===== src/rtl/adder_subtractor_seq.sv =====
// Multi-cycle adder/subtractor: one CHUNK-bit slice per clock with a registered slice carry.
// Optional build macro ADDSUB_SEQ_SAT_EN clamps the final result on signed overflow.
module adder_subtractor_seq #(
  parameter int WIDTH = 16,
  parameter int CHUNK = 4
) (
  input  logic             clk,
  input  logic             rst,
  input  logic             in_valid,
  output logic             in_ready,
  input  logic [WIDTH-1:0] A,
  input  logic [WIDTH-1:0] B,
  input  logic             sel,
  output logic             out_valid,
  input  logic             out_ready,
  output logic [WIDTH-1:0] S,
  output logic             cout,
  output logic             ovf,
  output logic             zero,
  output logic             neg
);

  localparam int NCHUNK = WIDTH / CHUNK;
  localparam int IDXW   = (NCHUNK > 1) ? $clog2(NCHUNK) : 1;

  localparam logic [1:0] IDLE = 2'd0;
  localparam logic [1:0] CALC = 2'd1;
  localparam logic [1:0] DONE = 2'd2;

  localparam logic [WIDTH-1:0] MAX_POS = {1'b0, {(WIDTH-1){1'b1}}};
  localparam logic [WIDTH-1:0] MIN_NEG = {1'b1, {(WIDTH-1){1'b0}}};

  logic [1:0]       state_reg;
  logic [WIDTH-1:0] a_reg;
  logic [WIDTH-1:0] b_reg;
  logic             sel_reg;
  logic             carry_reg;
  logic [IDXW-1:0]  idx_reg;
  logic [WIDTH-1:0] s_reg;
  logic             cout_reg;
  logic             ovf_reg;
  logic             zero_reg;
  logic             neg_reg;

  logic [CHUNK-1:0] a_slice;
  logic [CHUNK-1:0] b_slice;
  logic [CHUNK-1:0] bx_slice;
  logic [CHUNK-1:0] sum_slice;
  logic             slice_cout;
  logic             msb_cin;
  logic             ovf_calc;
  logic             last_slice;
  logic [WIDTH-1:0] s_merged;
  logic [WIDTH-1:0] s_final;

  // Pick the active operand slices by chunk index.
  always_comb begin
    a_slice = '0;
    b_slice = '0;
    for (int i = 0; i < NCHUNK; i++) begin
      if (int'(idx_reg) == i) begin
        a_slice = a_reg[i*CHUNK +: CHUNK];
        b_slice = b_reg[i*CHUNK +: CHUNK];
      end
    end
  end

  always_comb begin
    bx_slice                = b_slice ^ {CHUNK{sel_reg}};
    {slice_cout, sum_slice} = {1'b0, a_slice} + {1'b0, bx_slice} + {{CHUNK{1'b0}}, carry_reg};
    // Carry into the MSB recovered from the sum bit and its operands.
    msb_cin    = sum_slice[CHUNK-1] ^ a_slice[CHUNK-1] ^ bx_slice[CHUNK-1];
    ovf_calc   = msb_cin ^ slice_cout;
    last_slice = (int'(idx_reg) == NCHUNK - 1);
  end

  // Full result with the slice being computed this cycle merged in.
  generate
    for (genvar gi = 0; gi < NCHUNK; gi++) begin : g_merge
      assign s_merged[gi*CHUNK +: CHUNK] =
        (int'(idx_reg) == gi) ? sum_slice : s_reg[gi*CHUNK +: CHUNK];
    end
  endgenerate

`ifdef ADDSUB_SEQ_SAT_EN
  assign s_final = ovf_calc ? (a_reg[WIDTH-1] ? MIN_NEG : MAX_POS) : s_merged;
`else
  assign s_final = s_merged;
`endif

  always_ff @(posedge clk or posedge rst) begin
    if (rst) begin
      state_reg <= IDLE;
      a_reg     <= '0;
      b_reg     <= '0;
      sel_reg   <= 1'b0;
      carry_reg <= 1'b0;
      idx_reg   <= '0;
      s_reg     <= '0;
      cout_reg  <= 1'b0;
      ovf_reg   <= 1'b0;
      zero_reg  <= 1'b0;
      neg_reg   <= 1'b0;
    end else begin
      case (state_reg)
        IDLE: begin
          if (in_valid) begin
            a_reg     <= A;
            b_reg     <= B;
            sel_reg   <= sel;
            carry_reg <= sel;
            idx_reg   <= '0;
            state_reg <= CALC;
          end
        end
        CALC: begin
          carry_reg <= slice_cout;
          if (last_slice) begin
            s_reg     <= s_final;
            cout_reg  <= slice_cout;
            ovf_reg   <= ovf_calc;
            zero_reg  <= (s_final == '0);
            neg_reg   <= s_final[WIDTH-1];
            idx_reg   <= '0;
            state_reg <= DONE;
          end else begin
            s_reg   <= s_merged;
            idx_reg <= idx_reg + 1'b1;
          end
        end
        DONE: begin
          if (out_ready) state_reg <= IDLE;
        end
        default: state_reg <= IDLE;
      endcase
    end
  end

  assign in_ready  = (state_reg == IDLE);
  assign out_valid = (state_reg == DONE);
  assign S         = s_reg;
  assign cout      = cout_reg;
  assign ovf       = ovf_reg;
  assign zero      = zero_reg;
  assign neg       = neg_reg;

endmodule

===== config.mk =====
export PLATFORM = sky130hd
export DESIGN_NAME = adder_subtractor_seq
export DESIGN_NICKNAME = d
export VERILOG_FILES = /design/src/rtl/adder_subtractor_seq.sv
export SDC_FILE = /design/constraint.sdc
export NUM_CORES = 1
export LEC_CHECK = 0
export BUFFER_PORTS_ARGS = -buffer_cell sky130_fd_sc_hd__buf_2
export CAP_MARGIN = 0
export CORE_MARGIN = 2
export CORE_UTILIZATION = 40
export DETAILED_ROUTE_END_ITERATION = 6
export GPL_ROUTABILITY_DRIVEN = 0
export SYNTH_ARGS = -nofsm -noshare
export SYNTH_HDL_FRONTEND = slang
export SYNTH_SLANG_ARGS = --single-unit

===== constraint.sdc =====
create_clock -name clk -period 4 [get_ports clk]
set_input_delay 0.4 -clock clk [delete_from_list [all_inputs] [get_ports clk]]
set_output_delay 0.4 -clock clk [all_outputs]
set_load 0.03 [all_outputs]

# After elaboration in Yosys (flattened, before gate mapping)
# Cells that the tools add are included.
[totals]
ff_bits = 58
elab_cells = 55
out_inout_bits = 22
inputBits = 37
[classes]
muxes = 21
n_eq_ne = 8
n_bitwise = 4
addsub = 3
reduce_logical = 8
[op_table]
columns = ["operator", "n"]
rows = [
  ["$mux W4", 12],
  ["$logic_not A16 Y1", 1],
  ["$mux W2", 5],
  ["$eq A2 B2 Y1 const B", 3],
  ["$pmux W2 S3", 1],
  ["$reduce_and A2 Y1", 3],
  ["$add A4 B4 Y5", 1],
  ["$add A5 B1 Y5", 1],
  ["$eq A2 B1 Y1 const B", 2],
  ["$logic_not A2 Y1", 2],
  ["$ne A2 B2 Y1 const B", 2],
  ["$pmux W2 S2", 1],
  ["$xor A4 B4 Y4", 1],
  ["$reduce_and A3 Y1", 1],
  ["$xor A1 B1 Y1", 3],
  ["$add A2 B1 Y2 const B", 1],
  ["$ne A2 B1 Y1 const B", 1],
  ["$pmux W1 S2", 1],
  ["$reduce_bool A2 Y1", 1],
  ["$mux W1", 1],
]

# Logic depth before layout (Yosys ltp)
[depth]
depth_word = 11
ltp_mapped = 17
depth_no_buf = 16

# Worst setup path after synthesis
# No wires, ideal clock.
[synth_timing]
path_kind = "flip-flop to flip-flop"
startpoint = "register idx_reg[0]"
endpoint = "register ovf_reg, in the netlist ovf"
n_path_buf = 2
required_time_ns = 3.924
setup_time_ns = 0.076
arrival_ns = 3.175
slack_ns = 0.749
path_stages_with_launch = 16
synth_period_minus_slack_ns = 3.251
cell_sequence = "dfrtp_1 > inv_1 > ha_1 > buf_2 > buf_1 > a21oi_1 > o21ai_0 > xnor2_1 > fa_1 > inv_1 > fa_1 > a21o_1 > a21oi_1 > xor2_2 > xnor3_1 > o21ai_1"
[synth_via]
elab_chain_len = 11
elab_cells_between_ends = 19
cone_classes = "add/sub (2); eq/ne (3); mux (8); bitwise (4); reduce/logical (2)"
[synth_rtl]
columns = ["item", "line_no", "source"]
rows = [
  ["start: declaration", "38", "logic [IDXW-1:0] idx_reg;"],
  ["start signal: assignment", "128", "idx_reg <= idx_reg + 1'b1;"],
  ["$logic_not A2 Y1", "61", "if (int'(idx_reg) == i) begin"],
  ["$mux W4 (4 in series)", "61", ""],
  ["$xor A4 B4 Y4", "69", "bx_slice = b_slice ^ {CHUNK{sel_reg}};"],
  ["$add A4 B4 Y5", "70", "{slice_cout, sum_slice} = {1'b0, a_slice} + {1'b0, bx_slice} + {{CHUNK{1'b0}}, carry_reg};"],
  ["$add A5 B1 Y5", "70", ""],
  ["$xor A1 B1 Y1 (2 in series)", "72", "msb_cin = sum_slice[CHUNK-1] ^ a_slice[CHUNK-1] ^ bx_slice[CHUNK-1];"],
  ["$xor A1 B1 Y1", "73", "ovf_calc = msb_cin ^ slice_cout;"],
  ["end signal: assignment", "121", "ovf_reg <= ovf_calc;"],
  ["end: declaration", "41", "logic ovf_reg;"],
]
# Parallel ways exist; a longest one is shown, timed or not.
# A chain may end at the register's enable or synchronous reset.

# Worst setup path in the final report
# Ends and elaborated chain as after synthesis.

==> metrics.yaml <==
floorplan:
  io_pins: 59
  rows: 30
  core_area_sq_mm: 0.006719
  die_h_um: 87.05
  die_w_um: 87.05
  die-area_sq_mm: 0.007578
  start_util: 0.4106
drt:
  num_vias: 1929
  drtPass1Iterations: 4
  drt-wirelength-per-cell_um: 13.97
  vias_per_cell: 4.946
  route.detailed.drc: 0
  wl_um: 5450
  drtIter0Drc: 53
  postRouteAntennaNets: 0
timing:
  finalSetupTns_ns: 0
  clock.fmax_mhz: 277.0
  worst_pin_slew_ns: 0.7244
  setup_violations: 0
  whs_ns: 0.2632
  min_period_ns: 3.610
  period_share: 0.9025
  slew_headroom: 0.5170
  finClkSkew_ns: 0.007314
  timing.final.hold_violations: 0
  rsz0062_at_grt: "no"
  slew_violations: 0
clocking:
  cts.path.max_buffers: 2
  post-cts-setup-buffers: 0
  cts_resized: 0
  cts.sinks: 58
  clk_latency_ns: 0.34
  numCtsBuffers: 9
  cts.clk_slew.worst_paths_ns: 0.07
  cts-root-buf: "clkbuf_8"
  cts_tree: "yes"
  htreeDepth: 3
  cts_hold_buf: 0
finish:
  drive_above_1_share: 0.3871
  seq_area_sq_mm: 0.001451
  area_growth_pct: 20.45
  final_cell_mix: "58 x dfrtp_1, 58 x buf_2, 36 x mux2_2"
  multi_input_area_sq_mm: 0.001220
  antenna_cells: 0
  fillers: 629
  nets: 351
worst_setup_path:
  r2r_end: "ovf"
  path_class: "register to register"
  r2r_setup_slack_ns: 0.39
  end_kind: "register"
  crit_fanout: 7
  reg2reg_depth: 16
  crit-reg2reg-launch: "idx_reg[0]"
  arrival_ns: 3.87
  cp.required_ns: 4.26
  cp-start-kind: "register"
logic_synthesis:
  seq_area_frac_synth: 0.5261
  yosysUniqueCellTypes: 36
  yosysWarnings: 0
  syn_inst: 242
  syn_area_sq_mm: 0.002759
  ys_seq_elements: 58
  syn_nets: 288
  avgSynthCellArea_sq_um: 11.40
global_route:
  grt_pass1_vias: 1922
  grt_max_degree: 59
  grt_pass1_wl_um: 9377
  antenna_found_initial: 0
  grt_overflow: 0
  grt_usage: 0.1644
status:
  status: "finished, final reports clean"
hold_path:
  hp-class: "input port to async pin"
placed_design:
  io_buffers: 58
  dp_hpwl_um: 3862
flow_run:
  cap_viol_max_count: 0
## area by class of cell
class,instances,share of cell area
Clock buffer,14,0.05196
Sequential cell,58,0.4367
Tap cell,80,0.03012
Clock inverter,2,0.003012
Timing Repair Buffer,65,0.1032
Multi-Input combinational cell,164,0.3671
Inverter,7,0.007907
## worst max path at each step
stage | cells after the start | endpoint | start
detailed placement | 16 | ovf | idx_reg[0]
floorplan | 15 | ovf | idx_reg[0]
finish | 16 | ovf | idx_reg[0]
global placement | 16 | ovf | idx_reg[0]
global route | 16 | ovf | idx_reg[0]
CTS | 16 | ovf | idx_reg[0]
## synth_stat cells
library cell	count	share of area
a221oi_1	1	0.0032
o22ai_1	1	0.0023
a211o_1	1	0.0032
buf_2	4	0.0073
and2_1	1	0.0023
buf_1	4	0.0054
clkbuf_1	4	0.0054
xnor3_1	1	0.0082
dfrtp_1	58	0.53
a21oi_1	10	0.018
o21ai_0	23	0.042
nor2b_4	1	0.0050
xnor2_1	2	0.0064
nor2b_1	3	0.0068
nor3_1	3	0.0054
a21o_1	4	0.011
a21oi_2	1	0.0032
mux2_2	36	0.15
xor2_1	4	0.013
xor2_2	1	0.0059
nor2_1	13	0.018
buf_6	1	0.0041
o21ai_1	1	0.0018
nand2_1	31	0.042
fa_1	2	0.015
o21bai_1	1	0.0027
a22oi_1	4	0.011
nand2b_1	3	0.0068
o31ai_1	3	0.0082
ha_1	7	0.032
nand3b_1	1	0.0027
nor4_1	2	0.0045
mux2i_1	1	0.0036
o221ai_1	1	0.0032
a221oi_4	1	0.0095
inv_1	7	0.0095
## cell families (layout without fill, tap and decap cells)
kind of cell,count (synthesis),after routing,synth area share
XOR/XNOR,8,8,0.03311
multiplexers,37,37,0.1506
flip-flops,58,58,0.5261
AND/OR/NAND/NOR,58,58,0.09343
adder cells (fa/ha/maj),9,9,0.04626
AO/OA/AOI/OAI,52,52,0.1188
buffers and inverters,20,88,0.03174
## metrics by stage
step	setup WS, ns	instance area [sq um]	instances	utilization
2_1_floorplan	0.7486	2759	242	-
3_3_place_gp	0.5564	3141	374	0.4674
5_1_grt	0.07676	3323	390	0.4946
3_5_place_dp	0.3861	3141	374	0.4674
4_1_cts	0.3559	3323	390	0.4946
6_report	0.3900	3323	390	0.4946
## critical path, cell delays in order (launching register included)
cell and delay [ns]:
dfrtp_1 0.43, inv_1 0.10, ha_1 0.30, nor2b_4 0.26
a22oi_1 0.09, nor2_1 0.10, a21oi_1 0.04, o21ai_0 0.20
xnor2_1 0.17, fa_1 0.20, inv_1 0.06, fa_1 0.40
a21o_1 0.20, a21oi_1 0.34, xor2_2 0.19, xnor3_1 0.33
o21ai_1 0.12
## layer usage
layer | vias to the layer above | wire length (um) | track usage
met1 | 915 | 2673 | 0.2223
li1 | 961 | - | -
met4 | 0 | 72 | 0.05114
met3 | 9 | 327 | 0.06825
met5 | - | 0 | 0
met2 | 44 | 2377 | 0.2408
Power is left out: the tool's default activity adds up to more than one toggle a clock period on the data nets, which glitch-free logic cannot reach.
